[src/rtl/seven_seg_pattern_reader.sv]
// ---------------------------------------------------------------------------
// seven_seg_pattern_reader
//
// Purpose:
//   Reads back a 7-segment display drive (gfedcba plus decimal point) and
//   recovers the bit index it encodes. It produces a 3-bit code and a
//   one-hot 8-bit word. The asynchronous inputs are synchronised, then
//   filtered for stability, then decoded. Each new stable pattern is
//   delivered once over a valid/ready handshake. A pattern equal to the
//   last reported one is never delivered again.
//
// Optional feature:
//   SEG_READER_ERRCNT_EN - when defined, adds port err_count. It is a
//                          saturating count of accepted results that had
//                          out_err set.
//
// Parameters:
//   STABLE_CYCLES  identical synced samples needed to accept a pattern (1..255)
//   SYNC_STAGES    synchroniser depth (2..3)
//
// Ports:
//   clk        in   system clock
//   rst_n      in   asynchronous reset, active low
//   seg_in     in   [6:0] segment lines gfedcba, bit0 = a (asynchronous)
//   dp_in      in   decimal point line, high = "no data set" (asynchronous)
//   out_ready  in   consumer accepts the result
//   out_valid  out  result valid
//   out_code   out  [2:0] decoded index
//   out_data   out  [7:0] one-hot 1<<out_code for a digit, else 0
//   out_none   out  blank pattern with dp set
//   out_err    out  illegal pattern
//   err_count  out  [7:0] saturating error count (SEG_READER_ERRCNT_EN only)
// ---------------------------------------------------------------------------
`timescale 1ns/1ps
module seven_seg_pattern_reader #(
    parameter int STABLE_CYCLES = 4,
    parameter int SYNC_STAGES   = 2
) (
    input  logic       clk,
    input  logic       rst_n,
    input  logic [6:0] seg_in,
    input  logic       dp_in,
    input  logic       out_ready,
    output logic       out_valid,
    output logic [2:0] out_code,
    output logic [7:0] out_data,
    output logic       out_none,
    output logic       out_err
`ifdef SEG_READER_ERRCNT_EN
    ,
    output logic [7:0] err_count
`endif
);

    localparam logic [7:0] C_CNT_MAX = 8'(STABLE_CYCLES - 1);

    typedef enum logic [0:0] {
        ST_SETTLE = 1'b0,
        ST_REPORT = 1'b1
    } state_t;

    // Decode result layout: {err, none, code[2:0], data[7:0]}.
    function automatic logic [12:0] f_decode(input logic [7:0] s);
        logic [2:0] code;
        logic       ok;
        code = 3'd0;
        ok   = 1'b1;
        case (s)
            8'h3F:   code = 3'd0;
            8'h06:   code = 3'd1;
            8'h5B:   code = 3'd2;
            8'h4F:   code = 3'd3;
            8'h66:   code = 3'd4;
            8'h6D:   code = 3'd5;
            8'h7D:   code = 3'd6;
            8'h07:   code = 3'd7;
            default: ok   = 1'b0;
        endcase
        if (ok) begin
            f_decode = {1'b0, 1'b0, code, 8'd1 << code};
        end else if (s == 8'h80) begin
            f_decode = {1'b0, 1'b1, 3'd0, 8'd0};
        end else begin
            f_decode = {1'b1, 1'b0, 3'd0, 8'd0};
        end
    endfunction

    logic [SYNC_STAGES-1:0][7:0] r_sync;
    logic [7:0]                  r_prev;
    logic [7:0]                  r_cnt;
    logic [7:0]                  r_last;
    logic                        r_last_vld;
    state_t                      r_state;
    logic                        r_valid;
    logic [2:0]                  r_code;
    logic [7:0]                  r_data;
    logic                        r_none;
    logic                        r_err;

    logic [7:0]  w_sample;
    logic        w_same;
    logic        w_stable;
    logic [12:0] w_dec;
    state_t      w_state_nxt;
    logic        w_valid_nxt;
    logic [2:0]  w_code_nxt;
    logic [7:0]  w_data_nxt;
    logic        w_none_nxt;
    logic        w_err_nxt;
    logic [7:0]  w_last_nxt;
    logic        w_last_vld_nxt;

    assign w_sample = r_sync[SYNC_STAGES-1];
    assign w_same   = (w_sample == r_prev);
    // The equality term keeps a saturated counter from vouching for a sample
    // that has only just changed.
    assign w_stable = w_same && (r_cnt == C_CNT_MAX);
    assign w_dec    = f_decode(w_sample);

    // Input synchroniser: {dp, seg} shifted through SYNC_STAGES flops.
    always_ff @(posedge clk or negedge rst_n) begin
        if (!rst_n) begin
            r_sync <= '0;
        end else begin
            r_sync <= {r_sync[SYNC_STAGES-2:0], {dp_in, seg_in}};
        end
    end

    // Stability filter: count consecutive identical samples, saturating.
    always_ff @(posedge clk or negedge rst_n) begin
        if (!rst_n) begin
            r_prev <= 8'd0;
            r_cnt  <= 8'd0;
        end else begin
            r_prev <= w_sample;
            if (!w_same) begin
                r_cnt <= 8'd0;
            end else if (r_cnt != C_CNT_MAX) begin
                r_cnt <= r_cnt + 8'd1;
            end else begin
                r_cnt <= r_cnt;
            end
        end
    end

    // FSM and output/last-reported registers.
    always_ff @(posedge clk or negedge rst_n) begin
        if (!rst_n) begin
            r_state    <= ST_SETTLE;
            r_valid    <= 1'b0;
            r_code     <= 3'd0;
            r_data     <= 8'd0;
            r_none     <= 1'b0;
            r_err      <= 1'b0;
            r_last     <= 8'd0;
            r_last_vld <= 1'b0;
        end else begin
            r_state    <= w_state_nxt;
            r_valid    <= w_valid_nxt;
            r_code     <= w_code_nxt;
            r_data     <= w_data_nxt;
            r_none     <= w_none_nxt;
            r_err      <= w_err_nxt;
            r_last     <= w_last_nxt;
            r_last_vld <= w_last_vld_nxt;
        end
    end

    // Next-state logic: capture a new stable pattern, hold it until accepted.
    always_comb begin
        w_state_nxt    = r_state;
        w_valid_nxt    = r_valid;
        w_code_nxt     = r_code;
        w_data_nxt     = r_data;
        w_none_nxt     = r_none;
        w_err_nxt      = r_err;
        w_last_nxt     = r_last;
        w_last_vld_nxt = r_last_vld;
        case (r_state)
            ST_SETTLE: begin
                if (w_stable && (!r_last_vld || (w_sample != r_last))) begin
                    w_err_nxt      = w_dec[12];
                    w_none_nxt     = w_dec[11];
                    w_code_nxt     = w_dec[10:8];
                    w_data_nxt     = w_dec[7:0];
                    w_last_nxt     = w_sample;
                    w_last_vld_nxt = 1'b1;
                    w_valid_nxt    = 1'b1;
                    w_state_nxt    = ST_REPORT;
                end else begin
                    w_valid_nxt    = 1'b0;
                    w_state_nxt    = ST_SETTLE;
                end
            end
            ST_REPORT: begin
                if (out_ready) begin
                    w_valid_nxt = 1'b0;
                    w_state_nxt = ST_SETTLE;
                end else begin
                    w_valid_nxt = 1'b1;
                    w_state_nxt = ST_REPORT;
                end
            end
            default: begin
                w_valid_nxt = 1'b0;
                w_state_nxt = ST_SETTLE;
            end
        endcase
    end

    assign out_valid = r_valid;
    assign out_code  = r_code;
    assign out_data  = r_data;
    assign out_none  = r_none;
    assign out_err   = r_err;

`ifdef SEG_READER_ERRCNT_EN
    logic [7:0] r_errcnt;

    // Saturating count of accepted error results.
    always_ff @(posedge clk or negedge rst_n) begin
        if (!rst_n) begin
            r_errcnt <= 8'd0;
        end else if (r_valid && out_ready && r_err && (r_errcnt != 8'hFF)) begin
            r_errcnt <= r_errcnt + 8'd1;
        end else begin
            r_errcnt <= r_errcnt;
        end
    end

    assign err_count = r_errcnt;
`endif

endmodule

[config.mk]
export PLATFORM = sky130hd
export DESIGN_NAME = seven_seg_pattern_reader
export DESIGN_NICKNAME = d
export VERILOG_FILES = /design/src/rtl/seven_seg_pattern_reader.sv
export SDC_FILE = /design/constraint.sdc
export NUM_CORES = 1
export LEC_CHECK = 0
export CAP_MARGIN = 20
export CORE_MARGIN = 2
export CORE_UTILIZATION = 50
export DETAILED_ROUTE_END_ITERATION = 7
export PLACE_DENSITY = 0.71
export REMOVE_ABC_BUFFERS = 1
export SLEW_MARGIN = 30
export SYNTH_ARGS = -nofsm -noshare
export SYNTH_HDL_FRONTEND = slang
export SYNTH_SLANG_ARGS = --single-unit
export TNS_END_PERCENT = 100
[constraint.sdc]
create_clock -name clk -period 2.2 [get_ports clk]
set_clock_uncertainty 0.15 [all_clocks]
set_input_delay 0.33 -clock clk [delete_from_list [all_inputs] [get_ports clk]]
set_output_delay 0.33 -clock clk [all_outputs]
set_load 0.03 [all_outputs]
=== Word-level counts from Yosys, hierarchy flattened ===
Index checks and enable logic that the tools add are counted.

* Flip-flop bits (word level): 55
* Bits of input ports: 11
* Output and inout port bits: 14
* Word-level logic and storage cells: 43

* Add/subtract/negate cells: 1
* Equal/unequal tests: 14
* Shift-type cells: 1
* Muxes and demuxes: 9
* Bitwise gates (word level): 1
* Reductions and logical operators: 6

{| class="wikitable"
|+ Operators by type and width
! cell !! number
|-
| 8-bit by 7-bit equality test with 1-bit output, second input constant || 5
|-
| 13-bit two-way mux || 2
|-
| 3-bit case mux with 7 select lines || 1
|-
| 8-bit by 3-bit equality test with 1-bit output, second input constant || 2
|-
| 8-bit two-way mux || 2
|-
| 8-bit by 1-bit adder with 8-bit output, second input constant || 1
|-
| 8-bit by 2-bit equality test with 1-bit output, second input constant || 1
|-
| 8-bit by 6-bit equality test with 1-bit output, second input constant || 1
|-
| 8-bit equality test || 1
|-
| 8-bit equality test, second input constant || 1
|-
| 8-bit by 2-bit != test with 1-bit output, second input constant || 1
|-
| 8-bit != test || 1
|-
| 8-bit OR reduction || 1
|-
| 1-bit by 3-bit << shifter with 8-bit output, first input constant || 1
|-
| 1-bit two-way mux || 3
|-
| 1-bit logical AND || 2
|-
| 2-bit by 1-bit != test with 1-bit output, second input constant || 1
|-
| 1-bit case mux with 2 select lines || 1
|-
| 2-bit AND reduction || 1
|-
| 1-bit logical NOT || 1
|-
| 1-bit logical OR || 1
|-
| 1-bit NOT || 1
|}

=== Depth between registers and ports, before layout ===
* Depth after elaboration: 5
* Mapped depth: 7
* Mapped depth without buffers: 6

=== Worst setup path before layout ===
Ideal clock, no wire load.

* Path type: reg2reg
* Start point: register r_sync, in the netlist w_sample[1]
* End point: register r_code[2], in the netlist out_code[2]
* Library setup time: 0.125 ns
* Arrival time: 1.955 ns
* Data required time: 1.925 ns
* Setup slack: -0.030 ns
* Cell stages (with the launch flop): 8
* Buffers on the path: 2
* Clock period less this slack: 2.230 ns
* Cell sequence: dfrtp_1 -> buf_6 -> xor2_1 -> nor4_2 -> nand2_2 -> nor4_4 -> buf_6 -> mux2_4

* Cells in the longest elaborated chain, start to end: 4
* Elaborated cells between the ends (all ways): 18
* Those cells by class: 10 x eq/ne; 3 x mux; 5 x reduce/logical

{| class="wikitable"
|+ Ends and longest elaborated chain
! element !! RTL line !! text
|-
| from (decl) || 88 || <nowiki>logic [SYNC_STAGES-1:0][7:0] r_sync;</nowiki>
|-
| from (signal assigned) || 125 || <nowiki>r_sync <= {r_sync[SYNC_STAGES-2:0], {dp_in, seg_in}};</nowiki>
|-
| 8-bit by 3-bit equality test with 1-bit output, or another cell as far along || 68 || <nowiki>case (s)</nowiki>
|-
| 8-bit OR reduction (no line), or another cell as far along || -- ||
|-
| 1-bit two-way mux / 1-bit logical AND (equally long branches) || 68, 181 ||
|-
| 13-bit two-way mux / 2-bit AND reduction (equally long branches) || -- ||
|-
| to (signal assigned) || 160 || <nowiki>r_code <= w_code_nxt;</nowiki>
|-
| to (decl) || 95 || <nowiki>logic [2:0] r_code;</nowiki>
|}

Parallel ways exist; a longest one is shown, timed or not.
A chain may end at the register's enable or synchronous reset.

=== Final worst setup path ===
* Start point: register r_sync, in the netlist w_sample[4]
* End point: register r_err, in the netlist out_err

* Cells in the longest elaborated chain, start to end: 4
* Elaborated cells between the ends (all ways): 19
* Those cells by class: 11 x eq/ne; 3 x mux; 5 x reduce/logical

{| class="wikitable"
|+ Ends and longest elaborated chain
! element !! RTL line !! text
|-
| 8-bit by 3-bit equality test with 1-bit output, or another cell as far along || 68 ||
|-
| 8-bit OR reduction (no line), or another cell as far along || -- ||
|-
| 1-bit two-way mux / 1-bit logical AND (equally long branches) || 68, 181 ||
|-
| 13-bit two-way mux / 2-bit AND reduction (equally long branches) || -- ||
|-
| to (signal assigned) || 163 || <nowiki>r_err <= w_err_nxt;</nowiki>
|-
| to (decl) || 98 || <nowiki>logic r_err;</nowiki>
|}

Parallel ways exist; a longest one is shown, timed or not.

==> flow_summary.ini <==
[status]
violations = hold timing
status = finished with violations

[sta]
setup_viol = 0
slew-limit-headroom_pct = 56.11
whs_ns = -0.01293
final_max_slew_viol_count = 0
fin_setup_tns_ns = 0
hold_violations = 30
worst_pin_slew_ns = 0.6583
period_needed_ns = 2.114
period_share_pct = 96.11
max_freq_mhz = 472.9

[route]
dr_total_vias = 1465
wirelength_um = 4296
detail-route-antenna-nets = 0
firstDrtPassIters = 4
viasPerCell = 5.289
post-route-drc-count = 0
drt_iter0_drc = 48
wl_per_cell_um = 15.51

[critical_path]
cp_max_fo = 13
worstPathRequired_ns = 2.25
critPathLaunchType = flip-flop
worstSetupEndpointType = flip-flop
worstSetupPathType = flip-flop to flip-flop
arrival_ns = 2.17

[job]
cap_violations = 0

[placed_design]
dp_hpwl_um = 2965
placed_area_mm2 = 0.002775
dp.cells = 267
port_buffers = 24
gp_congestion = 0.7982

[floorplanning]
rows = 25
initial_core_util_pct = 51.14
dieArea_mm2 = 0.005301
dieHeight_um = 72.81
core-area_mm2 = 0.004629
io_pins = 25
die_w_um = 72.81

[synth]
yosys_warnings = 0
yosysSeqAreaShare_pct = 58.14
async_reset_ff_share_pct = 100.0
ys_seq_elements = 55
synth_ff_type = dfrtp_1
synth_edf_count = 0
synth_area_leaders = dfrtp_1, mux2_4, xor2_1, xnor2_1, mux2_1
yosysTopAreaCellShare_pct = 58.14
synth_cells = 181
syn_area_per_cell_um2 = 13.08
ys_types = 36
synth_area_mm2 = 0.002367
synth_top_area_cell = dfrtp_1

[clocking]
cts.path.max_buffers = 2
numClockSinks = 55
cts_inserted_buffers = 5
ctsHoldBuffers = 0
worstSkewPairLatency_ns = 0.31
htreeDepth = 2
cts_tree = done
clk_pin_slew_ns = 0.10
root_buffer = clkbuf_8

[cells_and_area]
nets = 234
finalNonFillerCells = 277
fill_cells = 358
areaGrowthSynthToFinish_pct = 23.52
n_antenna_cell = 0
drive_above_1_share_pct = 24.22
design_area_mm2 = 0.002924
final_util_pct = 63.16

[worst_hold_path]
hp-class = input pin to asynchronous set/reset pin

[power_and_ir_drop]
power_frac_clock_pct = 32.6
power.density_mw_per_mm2 = 591.5
total_leakage_power_nw = 1.281
worst_ir_drop_vdd_mv = 0.4766
swShare_pct = 23.67
p_int_mw = 1.320
p_switching_mw = 0.4094
p_seq_share_pct = 60.6
p_comb_share_pct = 6.8

[global_route]
grt_pass1_wl_um = 7072
antenna_found_initial = 0
grt_use_total_pct = 17.51
first_global_vias = 1484
grt_overflow_total = 0
grt_max_degree = 56
[synthesized netlist by cell type, drive strengths merged (2+ instances only)]
cell / count
clkbuf: 3
inv: 5
nor2: 11
or2: 2
nor4b: 3
xnor2: 11
and3: 4
xor2: 13
mux2i: 4
o21ai: 4
mux2: 19
nand4b: 2
nor3: 5
nand3: 8
nand2: 8
nand2b: 2
buf: 6
nor4: 5
dfrtp: 55
[flip-flops by register name (all words and copies together), names as in the netlist]
register	flops
out_code	3
out_data	8
out_err	1
out_none	1
out_valid	1
r_cnt	8
r_last	8
r_last_vld	1
r_prev	8
r_sync	8
w_sample	8
[area by class of cell]
cell class	count	area [um^2]	area share, %
Sequential cell	55	1376	47.07
Multi-Input combinational cell	112	932.1	31.88
Timing Repair Buffer	43	432.9	14.81
Clock buffer	5	68.82	2.353
Tap cell	54	67.56	2.311
Clock inverter	3	27.53	0.9414
Inverter	5	18.77	0.6418
[cell families (layout without fill, tap and decap cells)]
logic type / after synthesis / in the layout / synth area share [%]
buffers and inverters: 14 / 56 / 3.330
and+or+nand+nor: 55 / 55 / 14.27
xor gates and xnor gates: 24 / 24 / 8.879
AOI/OAI and AO/OA: 9 / 9 / 2.537
DFF: 55 / 55 / 58.14
adders and majority gates: 1 / 1 / 0.5285
muxes: 23 / 23 / 12.31
[repair_timing]
item                       CTS  global route
setup endpoints to repair    0            14
setup buffers                0             1
gates resized for setup      0             4
[cell usage in the layout, fill, tap and decap left out, types with 5 or more instances in the layout]
cell type / Yosys / final
buf_4: 0 / 15
inv_1: 5 / 5
xnor2_1: 11 / 11
nand2_1: 7 / 7
xor2_1: 13 / 13
clkdlybuf4s50_1: 0 / 23
mux2_1: 5 / 5
nand3_1: 8 / 8
clkbuf_8: 0 / 5
nor2_1: 11 / 11
dfrtp_1: 55 / 55
mux2_4: 10 / 10
[metal layers]
metal | part of all wire (%) | track usage [%] | up-vias | routed length [um]
met3 | 3.3 | 3.591 | 6 | 143
li1 | - | - | 700 | -
met4 | 1.4 | 7.407 | 0 | 60
met1 | 44 | 23.53 | 734 | 1885
met2 | 51 | 27.78 | 25 | 2206
met5 | 0 | 0 | - | 0
[stage by stage]
step	total power, mW	setup slack [ns]
finish	1.730	0.08556
global route	1.808	-0.04430
CTS	1.761	0.03802
detailed placement	1.186	0.04985
global placement	1.182	0.09092
floorplan	1.115	-0.6832
[power groups by stage]
stage | Combinational [mW] | Sequential, mW | Clock [mW]
6_report | 0.118 | 1.05 | 0.564
5_1_grt | 0.131 | 1.05 | 0.627
4_1_cts | 0.119 | 1.05 | 0.595
3_5_place_dp | 0.119 | 1.07 | 0
3_3_place_gp | 0.116 | 1.07 | 0
2_1_floorplan | 0.0403 | 1.07 | 0
[worst paths after layout]
path,slack (ns),depth (start not counted),to,startpoint
setup / recovery,0.09,6,out_err,w_sample[4]
min in group clk,0.21,0,w_sample[7],r_sync[7]
setup reg to reg,0.09,6,out_err,w_sample[4]
hold / removal,-0.01,2,r_sync[0],rst_n
hold reg to reg,0.21,0,w_sample[7],r_sync[7]
max in group asynchronous,1.48,2,out_data[1],rst_n
[critical path, stage by stage, from the launching register on]
cell and delay [ns]:
dfrtp_1 0.43, buf_12 0.16, or3_1 0.36, nor3_1 0.24, nor4b_2 0.31, a311oi_1 0.10
mux2_4 0.27
No activity file was read; power rests on OpenSTA's default activity.
